### config.mk
export PLATFORM = sky130hd
export DESIGN_NAME = step_feeder_flat
export DESIGN_NICKNAME = d
export VERILOG_FILES = /design/src/rtl/step_feeder_if.sv /design/src/rtl/step_feeder.sv /design/src/flat_wrapper.sv
export SDC_FILE = /design/constraint.sdc
export NUM_CORES = 1
export LEC_CHECK = 0
export ABC_AREA = 1
export ABC_CLOCK_PERIOD_IN_PS = 2280
export CORE_ASPECT_RATIO = 0.5
export CORE_UTILIZATION = 25
export DETAILED_ROUTE_END_ITERATION = 6
export DONT_BUFFER_PORTS = 1
export PLACE_DENSITY = 0.41
export SLEW_MARGIN = 20
export SYNTH_ARGS = -nofsm -noshare
export SYNTH_HDL_FRONTEND = slang
export SYNTH_SLANG_ARGS = --single-unit
### constraint.sdc
create_clock -name clock_50mhz -period 2.28 [get_ports clock_50mhz]
set_input_delay 0.342 -clock clock_50mhz [delete_from_list [all_inputs] [get_ports clock_50mhz]]
set_output_delay 0.342 -clock clock_50mhz [all_outputs]
set_load 0.005 [all_outputs]
### src/rtl/step_feeder_if.sv
// Load-side handshake bundle for step_feeder.
// The host (master) offers {load_steps, load_word} with load_valid, and the
// feeder (slave) reports load_ready when its buffer has room.
interface step_feeder_if;
  logic       load_valid;
  logic [9:0] load_word;
  logic [1:0] load_steps;
  logic       load_ready;

  modport master (
    output load_valid,
    output load_word,
    output load_steps,
    input  load_ready
  );

  modport slave (
    input  load_valid,
    input  load_word,
    input  load_steps,
    output load_ready
  );
endinterface : step_feeder_if

### src/rtl/step_feeder.sv
// step_feeder: buffers switch words and their clock-step counts, then issues each
// entry to a hand-clocked processor. For every entry the word is held on
// raw_data_out while clock_button_out produces (steps+1) active-low pulses,
// each PULSE_CYCLES cycles low followed by PULSE_CYCLES cycles high.
//
// Optional feature, macro STEP_FEEDER_DONE_SYNC_EN: done_in is brought in
// through a 2-flop synchronizer. After an entry whose word has bits [9:8]==0
// and bits [3:0]!=0, the feeder holds in WAIT_DONE until the synchronized
// done_in is seen high. Without the macro, done_in is ignored and WAIT_DONE
// is never entered.
module step_feeder #(
  parameter int DEPTH        = 16,
  parameter int PULSE_CYCLES = 8
) (
  input  logic                   clock_50mhz,
  input  logic                   reset_n,
  step_feeder_if.slave           load,
  input  logic                   run,
  input  logic                   done_in,
  output logic [9:0]             raw_data_out,
  output logic                   clock_button_out,
  output logic                   busy,
  output logic                   empty,
  output logic                   full,
  output logic [$clog2(DEPTH):0] count
);

  localparam int AW = $clog2(DEPTH);
  localparam int CW = AW + 1;
  localparam int PW = (PULSE_CYCLES > 1) ? $clog2(PULSE_CYCLES) : 1;
  localparam logic [PW-1:0] PHASE_LOAD = PW'(PULSE_CYCLES - 1);

  typedef struct packed {
    logic [1:0] steps;
    logic [9:0] word;
  } entry_t;

  typedef enum logic [1:0] {
    IDLE      = 2'd0,
    LOW       = 2'd1,
    HIGH      = 2'd2,
    WAIT_DONE = 2'd3
  } state_t;

  // ---------------------------------------------------------------------------
  // Buffer storage and occupancy
  // ---------------------------------------------------------------------------
  entry_t          mem [DEPTH];
  logic [AW-1:0]   wr_ptr_q;
  logic [AW-1:0]   rd_ptr_q;
  logic [CW-1:0]   count_q;
  entry_t          head;
  logic            push;
  logic            pop;

  // ---------------------------------------------------------------------------
  // Issue FSM state
  // ---------------------------------------------------------------------------
  state_t          state_q,     state_d;
  logic [PW-1:0]   phase_q,     phase_d;
  logic [1:0]      remaining_q, remaining_d;
  logic [9:0]      raw_q,       raw_d;
  logic            button_q;
  logic            done_sync;
  logic            wait_needed;

  assign head  = mem[rd_ptr_q];
  assign empty = (count_q == '0);
  assign full  = (count_q == CW'(DEPTH));
  assign count = count_q;

  assign load.load_ready = ~full;

  // A full buffer still accepts an entry on the edge where the head is popped,
  // so a streaming host never loses a slot while the feeder drains.
  assign push = load.load_valid & (~full | pop);

`ifdef STEP_FEEDER_DONE_SYNC_EN
  logic done_meta_q;
  logic done_sync_q;

  // Two-flop synchronizer for the processor's asynchronous done indicator.
  always_ff @(posedge clock_50mhz or negedge reset_n) begin
    if (!reset_n) begin
      done_meta_q <= 1'b0;
      done_sync_q <= 1'b0;
    end else begin
      done_meta_q <= done_in;
      done_sync_q <= done_meta_q;
    end
  end

  assign done_sync   = done_sync_q;
  // Only instructions with these opcode/operand bits report completion on done_in.
  assign wait_needed = (raw_q[9:8] == 2'b00) && (raw_q[3:0] != 4'b0000);
`else
  logic unused_done_in;

  assign unused_done_in = done_in;
  // WAIT_DONE is unreachable here; a set done_sync makes it fall straight to IDLE anyway.
  assign done_sync      = 1'b1;
  assign wait_needed    = 1'b0;
`endif

  // Buffer write port: entry storage only, no reset needed.
  // NOTE: the storage array has no reset; occupancy is tracked by count_q and
  // the pointers, so stale contents are never observed and the array can map
  // onto plain RAM.
  always_ff @(posedge clock_50mhz) begin
    if (push) begin
      mem[wr_ptr_q] <= entry_t'{steps: load.load_steps, word: load.load_word};
    end
  end

  // Pointer and occupancy bookkeeping; pointers wrap naturally modulo DEPTH.
  always_ff @(posedge clock_50mhz or negedge reset_n) begin
    if (!reset_n) begin
      wr_ptr_q <= '0;
      rd_ptr_q <= '0;
      count_q  <= '0;
    end else begin
      if (push) begin
        wr_ptr_q <= wr_ptr_q + AW'(1);
      end
      if (pop) begin
        rd_ptr_q <= rd_ptr_q + AW'(1);
      end
      case ({push, pop})
        2'b10:   count_q <= count_q + CW'(1);
        2'b01:   count_q <= count_q - CW'(1);
        default: count_q <= count_q;
      endcase
    end
  end

  // Next-state and datapath decisions for the issue FSM.
  // NOTE: every output of this block is given its hold value first, so no path
  // through the case leaves a signal unassigned and no latch is inferred.
  always_comb begin
    state_d     = state_q;
    phase_d     = phase_q;
    remaining_d = remaining_q;
    raw_d       = raw_q;
    pop         = 1'b0;

    case (state_q)
      IDLE: begin
        if (run && !empty) begin
          raw_d       = head.word;
          remaining_d = head.steps;
          phase_d     = PHASE_LOAD;
          state_d     = LOW;
        end
      end

      LOW: begin
        if (phase_q == '0) begin
          phase_d = PHASE_LOAD;
          state_d = HIGH;
        end else begin
          phase_d = phase_q - PW'(1);
        end
      end

      HIGH: begin
        if (phase_q == '0) begin
          if (remaining_q != 2'd0) begin
            remaining_d = remaining_q - 2'd1;
            phase_d     = PHASE_LOAD;
            state_d     = LOW;
          end else begin
            pop     = 1'b1;
            state_d = wait_needed ? WAIT_DONE : IDLE;
          end
        end else begin
          phase_d = phase_q - PW'(1);
        end
      end

      WAIT_DONE: begin
        if (done_sync) begin
          state_d = IDLE;
        end
      end

      default: begin
        state_d = IDLE;
      end
    endcase
  end

  // FSM state register; the button is registered from the next state so it is
  // glitch-free and lines up exactly with the LOW state.
  // NOTE: sequential state uses non-blocking assignments so every register
  // samples the pre-edge values, independent of statement order.
  always_ff @(posedge clock_50mhz or negedge reset_n) begin
    if (!reset_n) begin
      state_q     <= IDLE;
      phase_q     <= '0;
      remaining_q <= '0;
      raw_q       <= '0;
      button_q    <= 1'b1;
    end else begin
      state_q     <= state_d;
      phase_q     <= phase_d;
      remaining_q <= remaining_d;
      raw_q       <= raw_d;
      button_q    <= (state_d != LOW);
    end
  end

  assign raw_data_out     = raw_q;
  assign clock_button_out = button_q;
  assign busy             = (state_q != IDLE);

endmodule : step_feeder

### src/flat_wrapper.sv
// flat-port wrapper written by rule: the top's interface ports become plain ports
module step_feeder_flat 
#(
  parameter int DEPTH        = 16,
  parameter int PULSE_CYCLES = 8
)
  (clock_50mhz, reset_n, run, done_in, raw_data_out, clock_button_out, busy, empty, full, count, load_load_valid, load_load_word, load_load_steps, load_load_ready);
  step_feeder_if load_i ();
  input  logic clock_50mhz;
  input  logic reset_n;
  input  logic run;
  input  logic done_in;
  output logic [9:0] raw_data_out;
  output logic clock_button_out;
  output logic busy;
  output logic empty;
  output logic full;
  output logic [$clog2(DEPTH):0] count;
  input wire logic [$bits(load_i.load_valid)-1:0] load_load_valid;
  input wire logic [$bits(load_i.load_word)-1:0] load_load_word;
  input wire logic [$bits(load_i.load_steps)-1:0] load_load_steps;
  output wire logic [$bits(load_i.load_ready)-1:0] load_load_ready;
  assign load_i.load_valid = load_load_valid;
  assign load_i.load_word = load_load_word;
  assign load_i.load_steps = load_load_steps;
  assign load_load_ready = load_i.load_ready;
  step_feeder #(.DEPTH(DEPTH), .PULSE_CYCLES(PULSE_CYCLES)) u_core (.clock_50mhz(clock_50mhz), .reset_n(reset_n), .load(load_i), .run(run), .done_in(done_in), .raw_data_out(raw_data_out), .clock_button_out(clock_button_out), .busy(busy), .empty(empty), .full(full), .count(count));
endmodule
==> results.md, run 1 <==
* I/O pins at 37
* Critical path fanouts, max at 3
* Core Area at 37540 um2
* DR DRC count at 0
* Most common cell after layout, fill and taps aside: edfxtp_1
* Crit path launch: u_core.phase_q[1]$_DFFE_PN0P_
* Critical path's slowest cell: dfrtp_1
* Final Hold Fails at 0
* Die width at 278.4 um
* Post-DP HPWL at 14500 um
* CP arrival at 2600 ps
* Port bufs at 0
* Final setup viols at 0
* Final Critical Period at 2173 ps
* Post-route ant nets at 0
* Top routing layer in use: met4
* Power Total at 10.89 mW
* Clk slew on worst S/H paths at 60 ps
* Hold WC Path Type: in -> reg
* Place WS at 12.69 ps
* Clock sinks at 223
* Clock buffer depth at 3
* Die area at 39030 um2
* Worst Hold Path EP: u_core.wr_ptr_q[2]$_DFFE_PN0P_
* Via count at 6300
* Reg2Reg Setup Slack at 110 ps
* Worst Setup Start Kind: flip-flop
* F_max at 460.1 MHz
* Post-synthesis instance total at 854
* Biggest cell delay along the critical path at 390 ps
* Max VDD drop at 0.5998 mV
* CP dominant cell by count: nand2_1
* Hold_sp: load_load_valid
* Req. time, crit path at 2710 ps
* Pre-antenna DRT Iters at 4
* Worst-Margin Slew at 642.7 ps
* Clock buffer count from CTS at 25
* Worst r2r path cells at 18
* Syn-to-layout area delta at 21.59%
* Share of cells above drive strength 1 at 13.10%
* Root Buffer: clkbuf_16
* Routed wire length at 25600 um
* Worst Path Buf+Inv at 2
* Pin count of the biggest net entering global routing at 61
* Gr usage total at 13.28%
* Routed length on met2 at 11710 um
* Mapped Nets at 887
* Rel. slew slack at 57.01%
* Cell family with most CP delay: simple AND/OR/NAND/NOR gates
* Synth cell types at 31
* Slew Viols, Final at 0
* Mapped Area at 9550 um2
* Std-Cell Rows at 50
* Status: completed
* Critical path class: reg -> reg
* Met3 WL at 824 um
* Most frequent cells in the layout: 192 x edfxtp_1, 152 x nor2_1, 131 x nand2_1
* Reg2reg start: u_core.phase_q[1]$_DFFE_PN0P_
* Initial DRC count at 348
* Die height at 140.2 um
* Vias in the first global route at 6258
* RSZ-0062 raised after global routing: true
* Initial antenna violation count at 0
* Drt wl/cell at 18.05 um
* N_diodes at 0
* Fin nets at 938
* Pleak at 4.278 nW
* Clock Skews at 7.490 ps
* H-tree levels at 1
* Worst r2r dst: u_core.count[4]$_DFFE_PN0P_
* CP Capture Type: flip-flop
* GRT overflow at 0
* CTS tree: yes
* Critical path, cell by cell: inv_2 -> ha_4 -> inv_2 -> nor2_4 -> nand3_4 -> nand2_4 -> nand2_4 -> ha_4 -> xor2_2 -> ha_2 -> nor2_1 -> nor2_1 -> nand2_1 -> nand2_1 -> nand2_1 -> nand2_1 -> nand2_1 -> o21ai_1
* Post-synthesis average cell area at 11.18 um2
* First-pass GRT wire length at 38870 um
* Via/cell ratio at 4.443
* Maxcap violations at 0
* Yosys reg bits at 223
* GP Congestion at 0.7798
* Ys Warns at 0
* Clock insertion delay at the later pin of the skew report at 540 ps
* Initial Utilization at 25.44%
* Power Density at 937.5 nW/um2
* Hold path cells at 2
* Post-synthesis sequential area ratio at 68.51%
* DRT met1 WL at 12550 um
* Final setup margin at 106.6 ps
* Tcrit/Tclk final at 95.33%
worst reg2reg max path: stages (launching register included):
cell	delay (ps)
dfrtp_1	390
inv_2	90
ha_4	130
inv_2	40
nor2_4	110
nand3_4	120
nand2_4	110
nand2_4	70
ha_4	160
xor2_2	150
ha_2	190
nor2_1	100
nor2_1	60
nand2_1	80
nand2_1	50
nand2_1	60
nand2_1	50
nand2_1	50
o21ai_1	60
flip-flops by register name, indices dropped and copies added, names as in the netlist:
| signal | cells |
|---|---|
| u_core.rd_ptr_q | 4 |
| u_core.phase_q | 3 |
| u_core.mem | 192 |
| u_core.clock_button_out | 1 |
| u_core.remaining_q | 2 |
| u_core.raw_data_out | 10 |
| u_core.count | 5 |
| u_core.state_q | 2 |
| u_core.wr_ptr_q | 4 |
Yosys cell counts (all sizes together):
cell | instances | area, um2
nor2 | 157 | 601.8
xor2 | 8 | 70.07
dfstp | 1 | 26.28
ha | 16 | 200.2
nor3 | 13 | 65.06
xnor2 | 4 | 35.03
nand2 | 133 | 504.2
o21ai | 78 | 390.4
o221ai | 1 | 8.760
clkbuf | 7 | 26.28
nand4 | 2 | 12.51
dfrtp | 30 | 750.7
edfxtp | 192 | 5766
o31ai | 1 | 7.510
buf | 35 | 239.0
inv | 60 | 227.7
clkinv | 1 | 3.750
nand3 | 96 | 490.5
a21oi | 7 | 35.03
a21boi | 1 | 7.510
o211ai | 11 | 82.58
metrics by stage:
step / area [um2] / util, % / hold slack (ps) / TNS (ps) / instances
2_1_floorplan: 9593 / - / 46.41 / -19730 / 854
3_3_place_gp: 10620 / 28.28 / 47.34 / 0 / 1353
3_5_place_dp: 10620 / 28.28 / 47.26 / 0 / 1353
4_1_cts: 11550 / 30.77 / 19.80 / 0 / 1414
5_1_grt: 11610 / 30.94 / 37.60 / -101.8 / 1418
6_report: 11610 / 30.94 / 37.31 / 0 / 1418
metal layers:
| layer | vias up | track usage (%) |
|---|---|---|
| met1 | 3147 | 18.45 |
| met2 | 88 | 21.55 |
| met5 | - | 0 |
| met3 | 34 | 2.252 |
| met4 | 0 | 3.315 |
| li1 | 3031 | - |
where the power goes:
group | switching (mW) | total (mW) | internal [mW] | leakage, nW
Clock | 1.63 | 3.85 | 2.23 | 0.373
Combinational | 1.16 | 1.80 | 0.639 | 1.80
Sequential | 0.239 | 5.24 | 5.00 | 2.11
worst max-delay path by stage:
stage | to | cells after the start
after CTS | u_core.count[4]$_DFFE_PN0P_ | 18
after global placement | u_core.count[4]$_DFFE_PN0P_ | 18
after detailed placement | u_core.count[4]$_DFFE_PN0P_ | 18
after global routing | u_core.count[4]$_DFFE_PN0P_ | 18
after floorplan | u_core.mem[12][0]$_DFFE_PP_ | 9
final | u_core.count[4]$_DFFE_PN0P_ | 18
area by class of cell:
| type | instances | area (um2) |
|---|---|---|
| fillers | 3829 | 25920 |
| clock inverters | 6 | 67.56 |
| repair buffers | 66 | 805.8 |
| inverters | 61 | 231.5 |
| multi-input cells | 528 | 2639 |
| flip-flops and latches | 223 | 6549 |
| well taps | 494 | 618.1 |
| clock buffers | 40 | 701.9 |
what timing repair did:
action | CTS | global route
hold buffers | 15 | 0
pin swaps | 0 | 5
gates resized for setup | 1 | 9
hold endpoints to repair | 224 | 0
buffers inserted | 0 | 4
endpoints found under the setup margin | 1 | 2
kinds of logic (layout without fill, tap and decap cells):
family	Yosys count	in the layout	synth area share (%)
adder cells (fa/ha/maj)	16	16	2.096
XOR/XNOR	12	12	1.100
buffers and inverters	103	173	5.201
AND/OR/NAND/NOR	401	401	17.53
AO/OA/AOI/OAI	99	99	5.568
flip-flops	223	223	68.51
Power figures use the tool's default switching activity.
==> inputs of run 2 (changes only) <==
ABC_CLOCK_PERIOD_IN_PS = 2200   (was 2280)
PLACE_DENSITY = 0.39   (was 0.41)
SETUP_SLACK_MARGIN = 0.3   (was not set)
clock period = 2.2 ns   (was 2.28 ns; I/O delays follow)
==> run 2 against run 1 <==
Worst setup slack got worse by 92 ps. Via count rose by 0.79%. Global-route usage rose by 0.47 points. Sequential power rose by 3%. Critical endpoint unchanged. Largest power group unchanged.
==> results.md, run 2 (synthesis results as in run 1) <==
* Initial DRC count at 492 (was 348)
* Initial antenna violation count at 0 (unchanged)
* Final Critical Period at 2185 ps (was 2173 ps)
* F_max at 457.6 MHz (was 460.1 MHz)
* Worst r2r dst: u_core.count[4]$_DFFE_PN0P_ (unchanged)
* I/O pins at 37 (unchanged)
* Initial Utilization at 25.44% (unchanged)
* Via/cell ratio at 4.416 (was 4.443)
* Post-DP HPWL at 15240 um (was 14500 um)
* Power Density at 982.4 nW/um2 (was 937.5 nW/um2)
* Status: completed (unchanged)
* Tcrit/Tclk final at 99.34% (was 95.33%)
* Drt wl/cell at 18.56 um (was 18.05 um)
* Core Area at 37540 um2 (unchanged)
* Std-Cell Rows at 50 (unchanged)
* Gr usage total at 13.76% (was 13.28%)
* Root Buffer: clkbuf_16 (unchanged)
* Die width at 278.4 um (unchanged)
* Slew Viols, Final at 0 (unchanged)
* Fin nets at 958 (was 938)
* H-tree levels at 1 (unchanged)
* Worst-Margin Slew at 724.6 ps (was 642.7 ps)
* RSZ-0062 raised after global routing: true (unchanged)
* Hold WC Path Type: in -> reg (unchanged)
* Routed wire length at 26680 um (was 25600 um)
* Worst r2r path cells at 18 (unchanged)
* Post-route ant nets at 0 (unchanged)
* Max reg flops at 192 (unchanged)
* CP arrival at 2650 ps (was 2600 ps)
* Most frequent cells in the layout: 192 x edfxtp_1, 149 x nor2_1, 131 x nand2_1 (was 192 x edfxtp_1, 152 x nor2_1, 131 x nand2_1)
* Hold_sp: run (was load_load_valid)
* Pin count of the biggest net entering global routing at 58 (was 61)
* Final core occ at 32.00% (was 30.94%)
* First-pass GRT wire length at 39990 um (was 38870 um)
* GRT overflow at 0 (unchanged)
* Final Instance Area at 12010 um2 (was 11610 um2)
* Clk slew on worst S/H paths at 60 ps (about the same)
* GP Congestion at 0.7765 (was 0.7798)
* Clock Skews at 12.37 ps (was 7.490 ps)
* DR DRC count at 0 (unchanged)
* Syn-to-layout area delta at 25.77% (was 21.59%)
* Maxcap violations at 0 (unchanged)
* DP Area at 10640 um2 (was 10620 um2)
* Rel. slew slack at 51.53% (was 57.01%)
* Clock buffer count from CTS at 25 (unchanged)
* Clock insertion delay at the later pin of the skew report at 540 ps (about the same)
* Vias in the first global route at 6296 (was 6258)
* Final non-filler cell total at 1438 (was 1418)
* Crit path launch: u_core.phase_q[1]$_DFFE_PN0P_ (unchanged)
* Max VDD drop at 0.5247 mV (was 0.5998 mV)
* Reg2Reg Setup Slack at 10 ps (was 110 ps)
* Die area at 39030 um2 (unchanged)
* Worst Setup Start Kind: flip-flop (unchanged)
* CP Capture Type: flip-flop (unchanged)
* Clock sinks at 223 (unchanged)
* Reg2reg start: u_core.phase_q[1]$_DFFE_PN0P_ (unchanged)
* Clock buffer depth at 3 (unchanged)
* Hold path cells at 3 (was 2)
* Via count at 6350 (was 6300)
* Pre-antenna DRT Iters at 5 (was 4)
* Critical path fanouts, max at 3 (unchanged)
* Largest register by flop count: u_core.mem (unchanged)
* N_diodes at 0 (unchanged)
* CTS tree: yes (unchanged)
* Placed Instances at 1358 (was 1353)
* Most common cell after layout, fill and taps aside: edfxtp_1 (unchanged)
* Pleak at 4.502 nW (was 4.278 nW)
* Share of cells above drive strength 1 at 15.57% (was 13.10%)
* Critical path class: reg -> reg (unchanged)
* Final Hold Fails at 0 (unchanged)
* Final setup viols at 0 (unchanged)
* Port bufs at 0 (unchanged)
* Worst Hold Path EP: u_core.state_q[1]$_DFF_PN0_ (was u_core.wr_ptr_q[2]$_DFFE_PN0P_)
* Req. time, crit path at 2660 ps (was 2710 ps)
* Die height at 140.2 um (unchanged)
[run 2: changes by cell type in the layout (fill, tap and decap cells not counted), sizes merged]
cell | before | now
bufinv | 1 | 2
inv | 61 | 63
buf | 52 | 71
clkbuf | 40 | 38
[run 2: metrics by stage]
step | hold WS (ps) | total power [mW] | setup TNS, ps | worst slack [ps]
6_report | 126.3 | 11.80 | 0 | 14.57
5_1_grt | 140.3 | 12.40 | -852.3 | -109.3
4_1_cts | 30.00 | 11.83 | 0 | 55.88
3_5_place_dp | 35.95 | 7.327 | 0 | 13.35
3_3_place_gp | 35.78 | 7.290 | 0 | 38.49
2_1_floorplan | 34.41 | 6.545 | -4609 | -146.8
[run 2: worst max-delay path, cell delays in order, from the launching register on]
cell and delay (ps):
dfrtp_1 390, inv_2 80, ha_4 130, inv_2 40, nor2_4 110, nand3_4 110, nand2_4 100, nand2_4 60
ha_4 160, xor2_2 200, ha_4 170, nor2_1 40, nor2_1 160, nand2_1 90, nand2_1 60, nand2_1 50
nand2_1 50, nand2_1 40, o21ai_1 60
[run 2: worst max-delay path by stage]
stage | endpoint | cells past startpoint
after CTS | u_core.count[4]$_DFFE_PN0P_ | 18
after detailed placement | u_core.count[4]$_DFFE_PN0P_ | 18
after global routing | u_core.count[4]$_DFFE_PN0P_ | 18
after floorplan | u_core.count[4]$_DFFE_PN0P_ | 20
final | u_core.count[4]$_DFFE_PN0P_ | 18
after global placement | u_core.count[4]$_DFFE_PN0P_ | 18
[run 2: metal layers]
metal  part of all wire, %  vias up  global-route usage [%]
li1                      -     3069                       -
met1                    48     3171                   19.00
met2                    47       80                   22.61
met3                   3.0       30                   2.485
met4                   1.5        0                   2.792
met5                     0        -                       0
[run 2: timing repair]
action | 4_1_cts | 5_1_grt
hold endpoints to repair | 224 | 0
endpoints found under the setup margin | 194 | 209
hold buffers | 15 | 0
pin swaps | 6 | 3
resized for setup | 26 | 21
gates cloned | 1 | 1
setup buffers | 9 | 8
[run 2: where the power goes]
group / switching, mW / internal, mW
Clock: 1.70 / 2.42
Combinational: 1.40 / 0.856
Sequential: 0.238 / 5.18
Total: 3.34 / 8.45
[run 2: final cells by class]
cell class | count | area [um2]
clock buffer | 37 | 690.7
clock inverter | 9 | 108.9
multi-input combinational | 528 | 2778
timing repair buffer | 86 | 1035
sequential | 223 | 6548
inverter | 61 | 234.0
tap | 494 | 618.1
fill | 3843 | 25520
